$ cat src/rtl/cpu_pkg.sv
// Shared CPU definitions used by the multi-cycle datapath blocks.
//   WORD_W       : datapath word width
//   mult_state_t : booth_mult_unit sequencer state encoding
package cpu_pkg;

  localparam int WORD_W = 32;

  typedef enum logic [1:0] {
    MULT_IDLE = 2'd0,
    MULT_RUN  = 2'd1,
    MULT_DONE = 2'd2
  } mult_state_t;

endpackage

$ cat src/rtl/booth_mult_unit_if.sv
// Handshake/operand/result bundle between the control unit and booth_mult_unit.
//   start          : request, sampled by the unit only in IDLE and DONE
//   a_in, b_in     : signed multiplicand / multiplier
//   busy, done     : iterating / one-cycle completion pulse
//   hi_out, lo_out : registered upper / lower product halves
// master = requester (control unit / bench), slave = multiplier.
interface booth_mult_unit_if
  import cpu_pkg::*;
#(
  parameter int WIDTH = WORD_W
);

  logic             start;
  logic [WIDTH-1:0] a_in;
  logic [WIDTH-1:0] b_in;
  logic             busy;
  logic             done;
  logic [WIDTH-1:0] hi_out;
  logic [WIDTH-1:0] lo_out;

  modport master (
    output start, a_in, b_in,
    input  busy, done, hi_out, lo_out
  );

  modport slave (
    input  start, a_in, b_in,
    output busy, done, hi_out, lo_out
  );

endinterface

$ cat src/rtl/booth_step.sv
// One radix-2 Booth iteration, purely combinational.
//   i_acc/i_q/i_q1 : current {ACC, Q, q_1}; ACC carries one guard bit
//   i_m            : multiplicand
//   o_acc/o_q/o_q1 : {ACC, Q, q_1} after add/subtract and arithmetic shift right
module booth_step
  import cpu_pkg::*;
#(
  parameter int WIDTH = WORD_W
) (
  input  logic [WIDTH:0]   i_acc,
  input  logic [WIDTH-1:0] i_q,
  input  logic             i_q1,
  input  logic [WIDTH-1:0] i_m,
  output logic [WIDTH:0]   o_acc,
  output logic [WIDTH-1:0] o_q,
  output logic             o_q1
);

  logic [WIDTH:0] w_m_ext;
  logic [WIDTH:0] w_sum;

  // Guard bit keeps ACC +/- M exact when M is the most-negative value.
  assign w_m_ext = {i_m[WIDTH-1], i_m};

  always_comb begin
    w_sum = i_acc;
    case ({i_q[0], i_q1})
      2'b01:   w_sum = i_acc + w_m_ext;
      2'b10:   w_sum = i_acc - w_m_ext;
      default: w_sum = i_acc;
    endcase
  end

  assign o_acc = {w_sum[WIDTH], w_sum[WIDTH:1]};
  assign o_q   = {w_sum[0], i_q[WIDTH-1:1]};
  assign o_q1  = i_q[0];

endmodule

$ cat src/rtl/booth_mult_unit.sv
// Multi-cycle signed WIDTH x WIDTH radix-2 Booth multiplier (MULT).
//   clk    : system clock
//   reset  : synchronous active-low reset
//   mif    : slave side of booth_mult_unit_if (start/a_in/b_in in,
//            busy/done/hi_out/lo_out out)
// One Booth step per clock in RUN; WIDTH steps, then a one-cycle DONE.
// CNT_W must satisfy 2**CNT_W > WIDTH.
//
// state     | meaning
// ----------+-----------------------------------------------------------
// MULT_IDLE | waiting for start; results held
// MULT_RUN  | iterating, one Booth step per edge, busy=1
// MULT_DONE | one-cycle done pulse; start here reloads straight into RUN
module booth_mult_unit
  import cpu_pkg::*;
#(
  parameter int WIDTH = WORD_W,
  parameter int CNT_W = 6
) (
  input logic              clk,
  input logic              reset,
  booth_mult_unit_if.slave mif
);

  mult_state_t      r_state;
  mult_state_t      w_state_nxt;
  logic             w_load;
  logic             w_busy;
  logic             w_done;
  logic             w_last;

  logic [WIDTH:0]   r_acc;
  logic [WIDTH-1:0] r_q;
  logic             r_q1;
  logic [WIDTH-1:0] r_m;
  logic [CNT_W-1:0] r_cnt;
  logic [WIDTH-1:0] r_hi;
  logic [WIDTH-1:0] r_lo;

  logic [WIDTH:0]   w_acc_nxt;
  logic [WIDTH-1:0] w_q_nxt;
  logic             w_q1_nxt;

  booth_step #(.WIDTH(WIDTH)) u_step (
    .i_acc (r_acc),
    .i_q   (r_q),
    .i_q1  (r_q1),
    .i_m   (r_m),
    .o_acc (w_acc_nxt),
    .o_q   (w_q_nxt),
    .o_q1  (w_q1_nxt)
  );

  // Counter holds the number of steps already done; the step taken while it
  // reads WIDTH-1 is the final one.
  assign w_last = (r_cnt == CNT_W'(WIDTH - 1));

  always_ff @(posedge clk) begin
    if (!reset) begin
      r_state <= MULT_IDLE;
    end else begin
      r_state <= w_state_nxt;
    end
  end

  always_comb begin
    w_state_nxt = r_state;
    w_load      = 1'b0;
    w_busy      = 1'b0;
    w_done      = 1'b0;
    case (r_state)
      MULT_IDLE: begin
        if (mif.start) begin
          w_load      = 1'b1;
          w_state_nxt = MULT_RUN;
        end
      end
      MULT_RUN: begin
        w_busy = 1'b1;
        if (w_last) begin
          w_state_nxt = MULT_DONE;
        end
      end
      MULT_DONE: begin
        w_done = 1'b1;
        if (mif.start) begin
          w_load      = 1'b1;
          w_state_nxt = MULT_RUN;
        end else begin
          w_state_nxt = MULT_IDLE;
        end
      end
      default: begin
        w_state_nxt = MULT_IDLE;
      end
    endcase
  end

  always_ff @(posedge clk) begin
    if (!reset) begin
      r_acc <= '0;
      r_q   <= '0;
      r_q1  <= 1'b0;
      r_m   <= '0;
      r_cnt <= '0;
      r_hi  <= '0;
      r_lo  <= '0;
    end else if (w_load) begin
      r_m   <= mif.a_in;
      r_acc <= '0;
      r_q   <= mif.b_in;
      r_q1  <= 1'b0;
      r_cnt <= '0;
    end else if (r_state == MULT_RUN) begin
      r_acc <= w_acc_nxt;
      r_q   <= w_q_nxt;
      r_q1  <= w_q1_nxt;
      r_cnt <= r_cnt + CNT_W'(1);
      if (w_last) begin
        // Product sits in {ACC[WIDTH-1:0], Q}; the guard bit is just sign.
        r_hi <= w_acc_nxt[WIDTH-1:0];
        r_lo <= w_q_nxt;
      end
    end
  end

  assign mif.busy   = w_busy;
  assign mif.done   = w_done;
  assign mif.hi_out = r_hi;
  assign mif.lo_out = r_lo;

endmodule

$ cat src/flat_wrapper.sv
// flat-port wrapper written by rule: the top's interface ports become plain ports
module booth_mult_unit_flat import cpu_pkg::*;
#(
  parameter int WIDTH = WORD_W,
  parameter int CNT_W = 6
)
  (clk, reset, mif_start, mif_a_in, mif_b_in, mif_busy, mif_done, mif_hi_out, mif_lo_out);
  booth_mult_unit_if #(.WIDTH(WIDTH)) mif_i ();
  input logic clk;
  input logic reset;
  input wire logic [$bits(mif_i.start)-1:0] mif_start;
  input wire logic [$bits(mif_i.a_in)-1:0] mif_a_in;
  input wire logic [$bits(mif_i.b_in)-1:0] mif_b_in;
  output wire logic [$bits(mif_i.busy)-1:0] mif_busy;
  output wire logic [$bits(mif_i.done)-1:0] mif_done;
  output wire logic [$bits(mif_i.hi_out)-1:0] mif_hi_out;
  output wire logic [$bits(mif_i.lo_out)-1:0] mif_lo_out;
  assign mif_i.start = mif_start;
  assign mif_i.a_in = mif_a_in;
  assign mif_i.b_in = mif_b_in;
  assign mif_busy = mif_i.busy;
  assign mif_done = mif_i.done;
  assign mif_hi_out = mif_i.hi_out;
  assign mif_lo_out = mif_i.lo_out;
  booth_mult_unit #(.WIDTH(WIDTH), .CNT_W(CNT_W)) u_core (.clk(clk), .reset(reset), .mif(mif_i));
endmodule
$ cat config.mk
export PLATFORM = sky130hd
export DESIGN_NAME = booth_mult_unit_flat
export DESIGN_NICKNAME = d
export VERILOG_FILES = /design/src/rtl/cpu_pkg.sv /design/src/rtl/booth_mult_unit_if.sv /design/src/rtl/booth_step.sv /design/src/rtl/booth_mult_unit.sv /design/src/flat_wrapper.sv
export SDC_FILE = /design/constraint.sdc
export NUM_CORES = 1
export LEC_CHECK = 0
export BUFFER_PORTS_ARGS = -buffer_cell sky130_fd_sc_hd__buf_2
export CAP_MARGIN = 20
export CORE_UTILIZATION = 45
export CTS_CLUSTER_DIAMETER = 30
export DETAILED_ROUTE_END_ITERATION = 12
export GPL_TIMING_DRIVEN = 0
export PLACE_DENSITY_LB_ADDON = 0.25
export SLEW_MARGIN = 25
export SYNTH_ARGS = -nofsm -noshare
export SYNTH_HDL_FRONTEND = slang
export SYNTH_SLANG_ARGS = --single-unit
$ cat constraint.sdc
create_clock -name clk -period 4.72 [get_ports clk]
set_input_delay 0.708 -clock clk [delete_from_list [all_inputs] [get_ports clk]]
set_output_delay 0.708 -clock clk [all_outputs]
set_load 0.1 [all_outputs]
Word level (Yosys, flattened, before mapping)
Index checks and enable logic that the tools add are counted.
{"block": "op_classes", "bitwise": 2, "n_shift": 0, "reduce_logical": 6, "add_sub_neg": 3, "n_mux": 11, "eq_ne": 7, "div_mod_pow": 0, "multipliers": 0, "order_cmp": 0}
{"operator": "33-bit case mux with 2 select lines", "count": 1}
{"operator": "32-bit 2-to-1 mux", "count": 2}
{"operator": "32-bit by 32-bit adder with 33-bit output", "count": 1}
{"operator": "32-bit by 32-bit subtractor with 33-bit output", "count": 1}
{"operator": "6-bit by 1-bit adder with 6-bit output (second input constant)", "count": 1}
{"operator": "6-bit by 5-bit equality test with 1-bit output (second input constant)", "count": 1}
{"operator": "2-bit case mux with 3 select lines", "count": 1}
{"operator": "1-bit 2-to-1 mux", "count": 5}
{"operator": "2-bit by 1-bit equality test with 1-bit output (second input constant)", "count": 2}
{"operator": "2-bit equality test (second input constant)", "count": 2}
{"operator": "2-bit 2-to-1 mux", "count": 2}
{"operator": "2-bit OR reduction", "count": 2}
{"operator": "3-bit AND reduction", "count": 1}
{"operator": "2-bit logical NOT", "count": 1}
{"operator": "2-bit by 1-bit != test with 1-bit output (second input constant)", "count": 1}
{"operator": "2-bit != test (second input constant)", "count": 1}
{"operator": "1-bit inverter", "count": 2}
{"operator": "2-bit AND reduction", "count": 1}
{"operator": "2-bit nonzero test", "count": 1}
{"block": "word_totals", "latch_bits": 0, "elab_cells": 37, "output_inout_bits": 66, "n_memories": 0, "input_bits": 67, "ram_bits": 0, "regBits": 169, "romBits": 0}

Longest topological paths before layout
{"block": "depth", "depth_word": 5, "depth_mapped": 19, "depth_no_buf": 19}

By module
Synthesis repeated with hierarchy kept, for this count alone.
{"block": "unflattened", "cells_unflattened": 1229, "hier_area_um2": 9608.0}
{"module": "booth_mult_unit", "instances": 1, "area_per_inst_um2": 6526.3, "cells_each": 754, "seq_area_each_um2": 3403.3}
{"module": "booth_step", "instances": 1, "area_per_inst_um2": 3081.7, "cells_each": 475, "seq_area_each_um2": 0.0}

Worst setup path before layout
No wires, ideal clock.
{"block": "synth_path", "path_kind": "register -> register", "from": "register u_core.r_m[2]", "to": "register u_core.r_acc[31] (netlist name)", "required_ns": 4.592, "arrival_time_ns": 3.709, "setup_time_ns": 0.128, "stages_incl_launch_ff": 19, "n_path_buf": 1, "synth_period_minus_slack_ns": 3.837, "path_slack_ns": 0.883, "path_cell_list": "dfxtp_1 -> or3_1 -> nor4_2 -> nand2_1 -> nor2_1 -> nand3_1 -> nor4_1 -> a21oi_1 -> xnor2_1 -> ha_1 -> clkbuf_1 -> a21o_1 -> nor2b_1 -> a22o_1 -> a31oi_1 -> o41a_1 -> a21boi_1 -> xnor2_1 -> nor2_1"}
{"block": "synth_via", "elab_chain_cells": 2, "word_cells_on_any_way": 3, "cone_classes": "add/sub (2); mux (1)"}
{"item": "from (decl)", "line_no": "booth_mult_unit.sv:35", "source": "logic [WIDTH-1:0] r_m;"}
{"item": "from (signal assigned)", "line_no": "booth_mult_unit.sv:109", "source": "r_m <= mif.a_in;"}
{"item": "32-bit by 32-bit subtractor with 33-bit output / 32-bit by 32-bit adder with 33-bit output (equally long branches)", "line_no": "booth_step.sv:29, booth_step.sv:28"}
{"item": "33-bit case mux with 2 select lines *", "line_no": "booth_step.sv:27", "source": "case ({i_q[0], i_q1})"}
Mark *: on every way between the ends. The rest lies on a longest branch, timed or not.
A chain may end at the register's enable or synchronous reset.

Final worst setup path
{"block": "layout_path", "from": "register u_core.r_m[2]", "to": "register u_core.r_hi[31], in the netlist u_core.mif.hi_out[31]"}
{"block": "layout_via", "elab_chain_cells": 2, "word_cells_on_any_way": 3, "cone_classes": "add/sub (2); mux (1)"}
{"item": "32-bit by 32-bit subtractor with 33-bit output / 32-bit by 32-bit adder with 33-bit output (equally long branches)", "line_no": "booth_step.sv:29, booth_step.sv:28"}
{"item": "33-bit case mux with 2 select lines *", "line_no": "booth_step.sv:27"}
{"item": "to (signal assigned)", "line_no": "booth_mult_unit.sv:121", "source": "r_hi <= w_acc_nxt[WIDTH-1:0];"}
{"item": "to (decl)", "line_no": "booth_mult_unit.sv:37", "source": "logic [WIDTH-1:0] r_hi;"}
Marked as above.

==> flow_summary_export.csv <==
group,metric,value,unit
sta,finalSetupViolCount,0,
logic_synthesis,seq_area_frac_synth,0.381,
logic_synthesis,synth_ff_type,"dfxtp_1",
grt,gr-total-overflow,0,
power_and_ir_drop,power,3.95,mW
grt,antenna_found_initial,0,
logic_synthesis,synth_top_cell_by_area,"dfxtp_1",
critical_path,start_kind,"flip-flop",
power_and_ir_drop,powerDensity,375,nW/um^2
critical_path,worstSetupPathType,"flip-flop to flip-flop",
floorplan,core_area,19400,sq um
critical_path,crit_family,"simple AND/OR/NAND/NOR gates",
cts,post_cts_resized,0,
logic_synthesis,syn_area,8890,sq um
floorplan,dieArea,20300,sq um
grt,met1_usage,0.375,
grt,grt_pass1_vias,7847,
critical_path,worst-path-buf-inv,0,
drt,final_antenna_net_count,0,
placement,place_ws,68.9,ps
critical_path,timing.rr.start,"u_core.r_m[2]$_SDFFE_PN0P_",
logic_synthesis,async_flop_share,0,
critical_path,rr_worst_depth,17,
drt,routed-via-count,8713,
grt,grt_pass1_wl,41100,um
power_and_ir_drop,ir_drop,0.000269,V
sta,drv_slew,0,
logic_synthesis,synth_top_area_share,0.381,
sta,finalCriticalPeriod,4380,ps
cts,clk_pin_slew,80,ps
logic_synthesis,yosys-top-cells-area,"dfxtp_1, nand2_1, a21oi_1",
critical_path,ff2ff_setup_slack,340,ps
min_path,hold_path.class,"flip-flop to flip-flop",
drt,drt-total-wl,26400,um
critical_path,cp.required,5030,ps
drt,wl_per_cell,16.6,um
logic_synthesis,yosysUniqueCellTypes,66,
cts,numCtsBuffers,17,
logic_synthesis,yosysWarnings,0,
grt,top_usage_layer,"met2",
min_path,hold_depth,2,
run_status,outcome,"finished clean",
drt,drc_errors,0,
grt,met3_usage,0.0481,
placement,portBuffers,131,
critical_path,cpMaxStageDelayCell,"o41a_1",
cts,cts_max_path_buffers,2,
sta,tightest_slew,740,ps
sta,hold_violations,0,
cts,cts_tree,"built",
sta,setup_ws,338,ps
final_layout,fill_cells,1964,
sta,clock_skew,9.89,ps
sta,timing.fmax,228,MHz
critical_path,critical_path_arrival,4690,ps
grt,grt_util_all_layers,0.263,
grt,grt_max_degree,22,
final_layout,synthToLayoutAreaGrowth,18.6,%
cts,clk_latency,450,ps
cts,cts.sinks,169,
floorplan,start_util,0.458,
drt,drt_first_pass_iters,5,
placement,hpwlAfterDp,20300,um
sta,rsz0062_at_grt,"false",
floorplan,die_w,143,um
sta,setup-tns-final,0,ps
final_layout,nets,1415,
cts,cts_hold_buf,0,
floorplan,fp.dieH,143,um
critical_path,critPathMaxFanout,6,
grt,met2_usage,0.405,
logic_synthesis,avgSynthCellArea,7.65,sq um
cts,clock_tree.root_cell,"clkbuf_16",
logic_synthesis,synthCells,1162,
critical_path,crit_chain,"or3_1 -> nor4_4 -> nand2_1 -> nor2_1 -> nand3_1 -> nor4_4 -> a31oi_1 -> xnor2_1 -> ha_1 -> a21oi_1 -> nor2b_1 -> a22o_1 -> a31oi_1 -> o41a_1 -> a21oi_2 -> xnor2_1 -> a21oi_1",
cts,post_cts_buffers,0,
run,drv_cap,0,
drt,avgViaCountPerCell,5.48,
cts,cts_max_level,4,
critical_path,crit_path_max_incr_delay,450,ps
floorplan,rows,51,
logic_synthesis,synth_nets,1265,
min_path,min-delay-start,"u_core.mif.lo_out[15]$_SDFFE_PN0P_",
logic_synthesis,ys_ff_latch,169,
drt,drt_iter0_drc,649,
critical_path,r2r_end,"u_core.mif.hi_out[31]$_SDFFE_PN0P_",
placement,gp_congestion,0.917,
final_layout,num_antenna_cells,0,
power_and_ir_drop,leakage,4.26,nW
floorplan,pin_count,133,
logic_synthesis,synth-edff-count,0,
sta,period_share,0.928,
min_path,hold-path-endpoint,"u_core.mif.lo_out[15]$_SDFFE_PN0P_",
sta,slew_headroom,0.507,
critical_path,end_kind,"flip-flop",
final_layout,drive_gt1_frac,0.133,
-- per-stage QoR --
| stage | instances | utilization | area (sq um) | hold WS (ps) |
|---|---|---|---|---|
| floorplan | 1162 | - | 8890 | 436 |
| global placement | 1558 | 0.509 | 9870 | 439 |
| detailed placement | 1558 | 0.509 | 9870 | 444 |
| CTS | 1590 | 0.542 | 10500 | 456 |
| global route | 1590 | 0.543 | 10500 | 476 |
| finish | 1590 | 0.543 | 10500 | 452 |
-- metal layers --
layer  vias up  wire, um
met1      4010     12400
met2       293     11700
met4         0       451
li1       4375         -
met3        35      1930
met5         -         0
-- worst max path at each step --
stage / startpoint / slack [ps] / to / cells past startpoint
CTS: u_core.r_m[2]$_SDFFE_PN0P_ / 60 / u_core.mif.hi_out[31]$_SDFFE_PN0P_ / 17
floorplan: u_core.r_m[2]$_SDFFE_PN0P_ / 880 / u_core.r_acc[31]$_SDFFE_PP0P_ / 18
detailed placement: u_core.r_m[2]$_SDFFE_PN0P_ / 70 / u_core.mif.hi_out[31]$_SDFFE_PN0P_ / 17
global placement: u_core.r_m[2]$_SDFFE_PN0P_ / 110 / u_core.mif.hi_out[31]$_SDFFE_PN0P_ / 17
finish: u_core.r_m[2]$_SDFFE_PN0P_ / 340 / u_core.mif.hi_out[31]$_SDFFE_PN0P_ / 17
global route: u_core.r_q[0]$_SDFFE_PN0P_ / 7 / u_core.r_acc[31]$_SDFFE_PP0P_ / 14
-- worst register-to-register path, stage by stage, from the launching register on --
cell and delay [ps]:
dfxtp_1 360, or3_1 440, nor4_4 360, nand2_1 90, nor2_1 170, nand3_1 200, nor4_4 260, a31oi_1 140
xnor2_1 320, ha_1 370, a21oi_1 270, nor2b_1 210, a22o_1 140, a31oi_1 80, o41a_1 450, a21oi_2 160
xnor2_1 140, a21oi_1 80
-- registers in the layout (all words and copies together) (netlist names) --
| register | cells |
|---|---|
| u_core.r_cnt | 6 |
| u_core.r_m | 32 |
| u_core.mif.hi_out | 32 |
| u_core.r_acc | 32 |
| u_core.mif.lo_out | 32 |
| u_core.r_state | 2 |
| u_core.r_q1 | 1 |
| u_core.r_q | 32 |
-- cell families after synthesis --
| kind of cell | count (synthesis) | share of synthesized area |
|---|---|---|
| AOI/OAI and AO/OA | 336 | 0.238 |
| xor gates and xnor gates | 59 | 0.0581 |
| adders and majority gates | 36 | 0.0515 |
| buffers and inverters | 108 | 0.0466 |
| DFF | 169 | 0.381 |
| muxes | 11 | 0.0124 |
| and+or+nand+nor | 443 | 0.212 |
-- cells in the final DEF (no fill, tap or decap), drive strengths merged, types with 8 or more instances in the layout --
cell type and count:
buf 148, nor4 8, xor2 14, a31oi 12, clkinv 9, dfxtp 169, inv 32, or3 10
clkbuf 82, a21oi 146, xnor2 45, ha 35, a211oi 27, a21o 18, a311oi 34, nor2 120
nor3 21, nand3 9, nand2 234, o211ai 8, nand4 8, mux2i 11, o21ai 50
-- synth_stat cells, types with 14 or more instances --
library cell	number
nor3_1	20
inv_1	24
a21o_1	18
a211oi_1	27
buf_1	15
a311oi_1	34
o21ai_0	44
xnor2_1	45
nor2_1	120
dfxtp_1	169
a21oi_1	145
clkbuf_1	65
nand2_1	234
ha_1	35
xor2_1	14
-- area by class of cell --
type / instances / area (sq um) / area share
clock buffers: 17 / 425 / 0.0404
well taps: 265 / 332 / 0.0315
repair buffers: 131 / 656 / 0.0622
multi-input cells: 885 / 5120 / 0.486
flip-flops and latches: 169 / 3380 / 0.321
clock inverters: 15 / 206 / 0.0196
plain buffers: 82 / 317 / 0.0300
inverters: 26 / 97.6 / 0.00926
-- power by group --
part | switching [mW] | leakage, nW | internal [mW]
clock | 0.738 | 0.304 | 0.736
sequential | 0.0608 | 1.38 | 1.48
combinational | 0.589 | 2.58 | 0.342
total | 1.39 | 4.26 | 2.56
No activity file was read; power rests on OpenSTA's default activity.
